**src/rtl/stream_encryptor.sv**
```systemverilog
// Byte-stream additive cipher: out = in + key[kidx] mod 256, one output register stage.
// Optional ENCRYPTOR_DEFAULT_KEY_EN resets the key to "KEY" repeated instead of zeros.
module stream_encryptor #(
  parameter int MSG_LEN = 20,
  parameter int SEC_LEN = 3,
  localparam int KW = (SEC_LEN > 1) ? $clog2(SEC_LEN) : 1,
  localparam int PW = (MSG_LEN > 1) ? $clog2(MSG_LEN) : 1
) (
  input  logic          clk,
  input  logic          rst,
  input  logic          key_we,
  input  logic [KW-1:0] key_idx,
  input  logic [7:0]    key_byte,
  input  logic          in_valid,
  input  logic [7:0]    in_data,
  output logic          in_ready,
  output logic          out_valid,
  output logic [7:0]    out_data,
  output logic          out_last,
  input  logic          out_ready,
  output logic          busy
);

  typedef enum logic {IDLE, RUN} state_t;

  state_t          state;
  state_t          state_nx;
  logic [7:0]      key [SEC_LEN];
  logic [PW-1:0]   pos;
  logic [KW-1:0]   kidx;
  logic            accept;
  logic            last_pos;
  logic            kidx_end;
  logic            key_wr;

`ifdef ENCRYPTOR_DEFAULT_KEY_EN
  localparam logic [23:0] KEY_STR = "KEY";
`endif

  assign in_ready = !out_valid || out_ready;
  assign accept   = in_valid && in_ready;
  assign last_pos = (pos == PW'(MSG_LEN - 1));
  assign kidx_end = (kidx == KW'(SEC_LEN - 1));

  // Key is frozen during a message and while a byte is being taken.
  assign key_wr = key_we && (state == IDLE) && !accept &&
                  (32'(key_idx) < SEC_LEN);

  always_ff @(posedge clk) begin
    if (rst) state <= IDLE;
    else     state <= state_nx;
  end

  always_comb begin
    state_nx = state;
    unique case (state)
      IDLE: if (accept && !last_pos) state_nx = RUN;
      RUN:  if (accept && last_pos)  state_nx = IDLE;
      default: state_nx = IDLE;
    endcase
  end

  always_comb begin
    busy = (state == RUN);
  end

  always_ff @(posedge clk) begin
    if (rst) begin
      for (int i = 0; i < SEC_LEN; i++) begin
`ifdef ENCRYPTOR_DEFAULT_KEY_EN
        key[i] <= KEY_STR[8*(2-(i%3)) +: 8];
`else
        key[i] <= 8'h00;
`endif
      end
    end else if (key_wr) begin
      key[key_idx] <= key_byte;
    end
  end

  always_ff @(posedge clk) begin
    if (rst) begin
      out_valid <= 1'b0;
      out_data  <= 8'h00;
      out_last  <= 1'b0;
      pos       <= '0;
      kidx      <= '0;
    end else if (accept) begin
      out_valid <= 1'b1;
      out_data  <= in_data + key[kidx];
      out_last  <= last_pos;
      pos       <= last_pos ? '0 : pos + 1'b1;
      kidx      <= (last_pos || kidx_end) ? '0 : kidx + 1'b1;
    end else if (out_ready) begin
      out_valid <= 1'b0;
    end
  end

endmodule

```
**config.mk**
```make
export PLATFORM = sky130hd
export DESIGN_NAME = stream_encryptor
export DESIGN_NICKNAME = d
export VERILOG_FILES = /design/src/rtl/stream_encryptor.sv
export SDC_FILE = /design/constraint.sdc
export NUM_CORES = 1
export LEC_CHECK = 0
export BUFFER_PORTS_ARGS = -buffer_cell sky130_fd_sc_hd__buf_4
export CELL_PAD_IN_SITES_DETAIL_PLACEMENT = 1
export CELL_PAD_IN_SITES_GLOBAL_PLACEMENT = 1
export CORE_MARGIN = 3
export CORE_UTILIZATION = 25
export DETAILED_ROUTE_END_ITERATION = 8
export GPL_TIMING_DRIVEN = 0
export PLACE_DENSITY_LB_ADDON = 0.1
export RECOVER_POWER = 100
export SYNTH_ARGS = -nofsm -noshare
export SYNTH_HDL_FRONTEND = slang
export SYNTH_SLANG_ARGS = --single-unit
```
**constraint.sdc**
```tcl
create_clock -name clk -period 4.55 [get_ports clk]
set_input_delay 0.2275 -clock clk [delete_from_list [all_inputs] [get_ports clk]]
set_output_delay 0.2275 -clock clk [all_outputs]
set_load 0.05 [all_outputs]
```
# Yosys cells after proc, flatten, opt, wreduce, memory -nomap -nowiden
# Memories as Yosys holds them, arrays and structs flattened. A register that Yosys moved wholly into a read port is not among the register bits.
# Index checks and enable logic that the tools add are counted.
[word_totals]
mem_count = 1
ff_bits = 18
ram_bits = 24
out_inout_bits = 12
in_bits = 23
[classes]
n_reduce_logical = 13
n_lt_le_gt_ge = 1
bitwise = 1
mux = 17
eq_ne = 2
addsub = 3
[mem_list]
columns = ["name", "words", "width", "rd", "rd_ports_with_merged_regs", "wr", "line", "text"]
rows = [
  ["key", 3, 8, 1, 1, 3, "28", "logic [7:0] key [SEC_LEN];"],
]
[ops]
columns = ["cell", "count"]
rows = [
  ["1-bit 2-to-1 mux", 10],
  ["8-bit adder", 1],
  ["2-bit 2-to-1 mux", 4],
  ["8-bit 2-to-1 mux", 1],
  ["8-bit OR reduction", 1],
  ["1-bit logical AND", 6],
  ["5-bit by 1-bit adder with 5-bit output, second input constant", 1],
  ["5-bit equality test, second input constant", 1],
  ["5-bit 2-to-1 mux", 1],
  ["1-bit logical NOT", 3],
  ["2-bit by 1-bit adder with 2-bit output, second input constant", 1],
  ["2-bit equality test, second input constant", 1],
  ["1-bit logical OR", 2],
  ["2-bit less-than comparator, second input constant", 1],
  ["1-bit one-hot mux with 2 select lines", 1],
  ["2-bit nonzero test", 1],
  ["1-bit inverter", 1],
]

# Logic depth before layout (Yosys ltp)
[depth]
ltp_word = 11
depth_mapped = 10
ltp_nobuf = 9

# Worst setup path before layout
# No wires, ideal clock.
[synth_timing]
path_type = "register to register"
startpoint = "register with a tool-made name"
endpoint = "register out_data[7]"
stages_incl_launch_ff = 9
setup_time_ns = 0.120
arrival_ns = 2.103
setup_slack_ns = 2.327
path_buffers = 1
path_cell_list = "dfxtp_1 buf_6 mux4_1 ha_1 a211oi_1 nor4b_1 a211oi_2 xnor2_1 a21oi_1"
[synth_rtl]
columns = ["element", "line", "text"]
rows = [
  ["to (signal assigned)", "90", "out_data <= in_data + key[kidx];"],
  ["to (decl)", "18", "output logic [7:0] out_data,"],
]

==> impl_metrics.json <==
{
  "status": "finished, violations left",
  "violations": "max-capacitance violations, max-slew violations",
  "finalHoldViolCount": 0,
  "routed_via_density": 4.44,
  "cp_common_cell": "clkbuf_1",
  "drv_cap": 2,
  "pwr-share-clk": 0.282,
  "ir_drop_uv": 129,
  "async_flop_share": 0,
  "rsz0062_at_grt": "no",
  "arrival_ps": 3150,
  "cts_setup_buffers": 0,
  "worstSetupPathType": "reg2reg",
  "cp_cell_sequence": "nand2b_1, clkbuf_1, and2_0, clkbuf_1, nor4_1, or2_0",
  "path_clk_slew_ps": 110,
  "cp_max_fo": 10,
  "relSlewSlack": -0.0702,
  "drc": 0,
  "dp_hpwl_mm": 4.29,
  "portBuffers": 34,
  "htreeDepth": 2,
  "timing.final.max_slew_violations": 10,
  "slowest_delay_ps": 1150,
  "synth_cell_type_count": 48,
  "skew_ps": 10.8,
  "power_density_nw_per_um2": 344,
  "drt_wl_total_mm": 5.86,
  "die-area_um2": 11300,
  "num_vias": 1673,
  "initial_utilization": 0.264,
  "ios": 35,
  "die_y_um": 106,
  "p_int_mw": 0.707,
  "switching_share": 0.295,
  "critical-path-slowest-cell": "nor4_1",
  "synth_ff_type": "edfxtp_1",
  "hp-class": "in2reg",
  "fmax_mhz": 312,
  "end_kind": "flip-flop",
  "grt_max_degree": 19,
  "syn_inst": 199,
  "fin_ws_ps": 1350,
  "tns_ps": 0,
  "dp_slack_ps": 1870,
  "clock_sinks": 52,
  "synth_seq_cells": 52,
  "post-route-util": 0.307,
  "critPathTopFamily": "simple AND/OR/NAND/NOR gates",
  "power_frac_comb": 0.179,
  "grt_pass1_vias": 1687,
  "rows": 35,
  "routedWlPerCell_um": 15.5,
  "grt-ovfl-total": 0,
  "fin_nets": 280,
  "drive_above_1_share": 0.101,
  "dr.pass1.iters": 4,
  "worst_setup_path_start_kind": "flip-flop",
  "design.core.area_um2": 9500,
  "yosysSeqAreaShare": 0.542,
  "nFillCells": 1077,
  "clk_latency_ps": 310,
  "min_period_over_period": 0.704,
  "cts.repair.resized": 0,
  "cts_tree": "yes",
  "syn_area_um2": 2510,
  "numCtsBuffers": 5,
  "critPathBufInv": 2,
  "grt_pass1_wl_mm": 9.11,
  "antenna_found_initial": 0,
  "synth-edff-count": 32,
  "gr-usage-all-layers": 0.105,
  "area_delta_synth_final_pct": 16.2,
  "die_x_um": 106,
  "hold_buffers": 0,
  "cts-root-buf": "clkbuf_8",
  "p_sw_mw": 0.296,
  "p_leak_nw": 1.06,
  "worst_slew_pin_slew_ps": 1580,
  "p_seq_frac": 0.539,
  "yosys_warnings": 0,
  "synth_area_per_cell_um2": 12.6,
  "gp_congestion": 0.670,
  "cts.path.max_buffers": 2,
  "postRouteAntennaNets": 0,
  "diodes": 0,
  "setup_viol": 0,
  "worstPathRequired_ps": 4500,
  "final.min_clock_period_ps": 3200,
  "drtIter0Drc": 35
}
## routing by layer
layer | up-vias | track usage | wire [um]
met3 | 4 | 0.0213 | 177
met2 | 26 | 0.180 | 2810
li1 | 827 | - | -
met5 | - | 0 | 0
met1 | 816 | 0.135 | 2810
met4 | 0 | 0.0278 | 55
## state kept, by name, indices dropped and copies added, names as in the netlist, named ones only
register   cells
pos            5
out_data       8
kidx           2
out_last       1
key           32
out_valid      1
## synthesized netlist by cell type, types with 2 or more instances
library cell / n / area (um^2)
nor2_1: 12 / 45.0
nor4b_1: 3 / 26.3
or2_1: 2 / 12.5
and2_1: 26 / 163
nor4_4: 2 / 42.5
ha_1: 9 / 113
o21a_1: 2 / 15.0
nor2b_1: 4 / 25.0
a21oi_1: 13 / 65.1
o21ai_0: 3 / 15.0
nand4_1: 2 / 12.5
edfxtp_1: 32 / 961
a211oi_1: 2 / 15.0
dfxtp_1: 20 / 400
clkbuf_1: 3 / 11.3
nand3_1: 7 / 35.0
buf_2: 2 / 10.0
o21bai_1: 2 / 15.0
o211ai_1: 2 / 15.0
nand2_1: 8 / 30.0
mux4_1: 7 / 184
inv_1: 6 / 22.5
nor3_1: 5 / 25.0
## final timing paths
check                            from                       end  slack [ps]  cells past startpoint
max            out_valid$_SDFFE_PP0P_   key[0][6]$_SDFFCE_PN0P_        1350                      6
min                       key_byte[4]       key[3][4]$_DFFE_PP_         160                      1
max reg2reg    out_valid$_SDFFE_PP0P_   key[0][6]$_SDFFCE_PN0P_        1350                      6
min reg2reg  out_data[3]$_SDFFE_PP0P_  out_data[3]$_SDFFE_PP0P_         450                      2
## final cells by class
class	count	area, um^2	share of cell area
sequential	52	1360	0.467
multi-input combinational	141	1060	0.364
clock buffer	5	68.8	0.0236
clock inverter	3	25.0	0.00858
timing repair buffer	34	180	0.0618
inverter	6	22.5	0.00773
buffer	7	33.8	0.0116
tap	129	161	0.0554
## power groups by stage
stage | sequential, mW | clock, mW | combinational [mW]
after floorplan | 0.583 | 0 | 0.100
after global placement | 0.553 | 0 | 0.198
after detailed placement | 0.553 | 0 | 0.200
after CTS | 0.542 | 0.295 | 0.200
after global routing | 0.545 | 0.310 | 0.200
final | 0.540 | 0.283 | 0.179
## worst reg2reg max path: stages (launching register included)
cell,delay [ps]
dfxtp_1,340
nand2b_1,50
clkbuf_1,150
and2_0,230
clkbuf_1,290
nor4_1,1150
or2_0,640
## cells in the final DEF (no fill, tap or decap), drive strengths merged, types with 2 or more instances in the layout
cell	count
o211ai	2
ha	9
mux4	8
dfxtp	20
nand2	8
clkbuf	31
nor4b	4
nand3	7
and2	26
nor2	12
nor2b	4
a21oi	13
nor4	2
nand4	2
nor3	5
o21ai	4
buf	15
edfxtp	32
o21a	2
or2	3
inv	8
o21bai	2
xnor2	2
conb	8
a211oi	3
## kinds of logic (layout without fill, tap and decap cells)
| kind of cell | after synthesis | after routing | synth area share |
|---|---|---|---|
| AOI/OAI and AO/OA | 32 | 32 | 0.0822 |
| adders and majority gates | 10 | 10 | 0.0528 |
| other | 1 | 8 | 0.00149 |
| and+or+nand+nor | 80 | 80 | 0.200 |
| xor gates and xnor gates | 3 | 3 | 0.0135 |
| DFF | 52 | 52 | 0.542 |
| buffers and inverters | 13 | 55 | 0.0249 |
| muxes | 8 | 8 | 0.0823 |
## through the flow
| step | hold slack (ps) | instances | cell area [um^2] | power, mW |
|---|---|---|---|---|
| 2_1_floorplan | 326 | 206 | 2540 | 0.683 |
| 3_3_place_gp | 429 | 369 | 2950 | 0.751 |
| 3_5_place_dp | 432 | 369 | 2950 | 0.753 |
| 4_1_cts | 102 | 377 | 3050 | 1.04 |
| 5_1_grt | 182 | 377 | 2920 | 1.06 |
| 6_report | 163 | 377 | 2920 | 1.00 |
(Power assumes the default switching activity.)
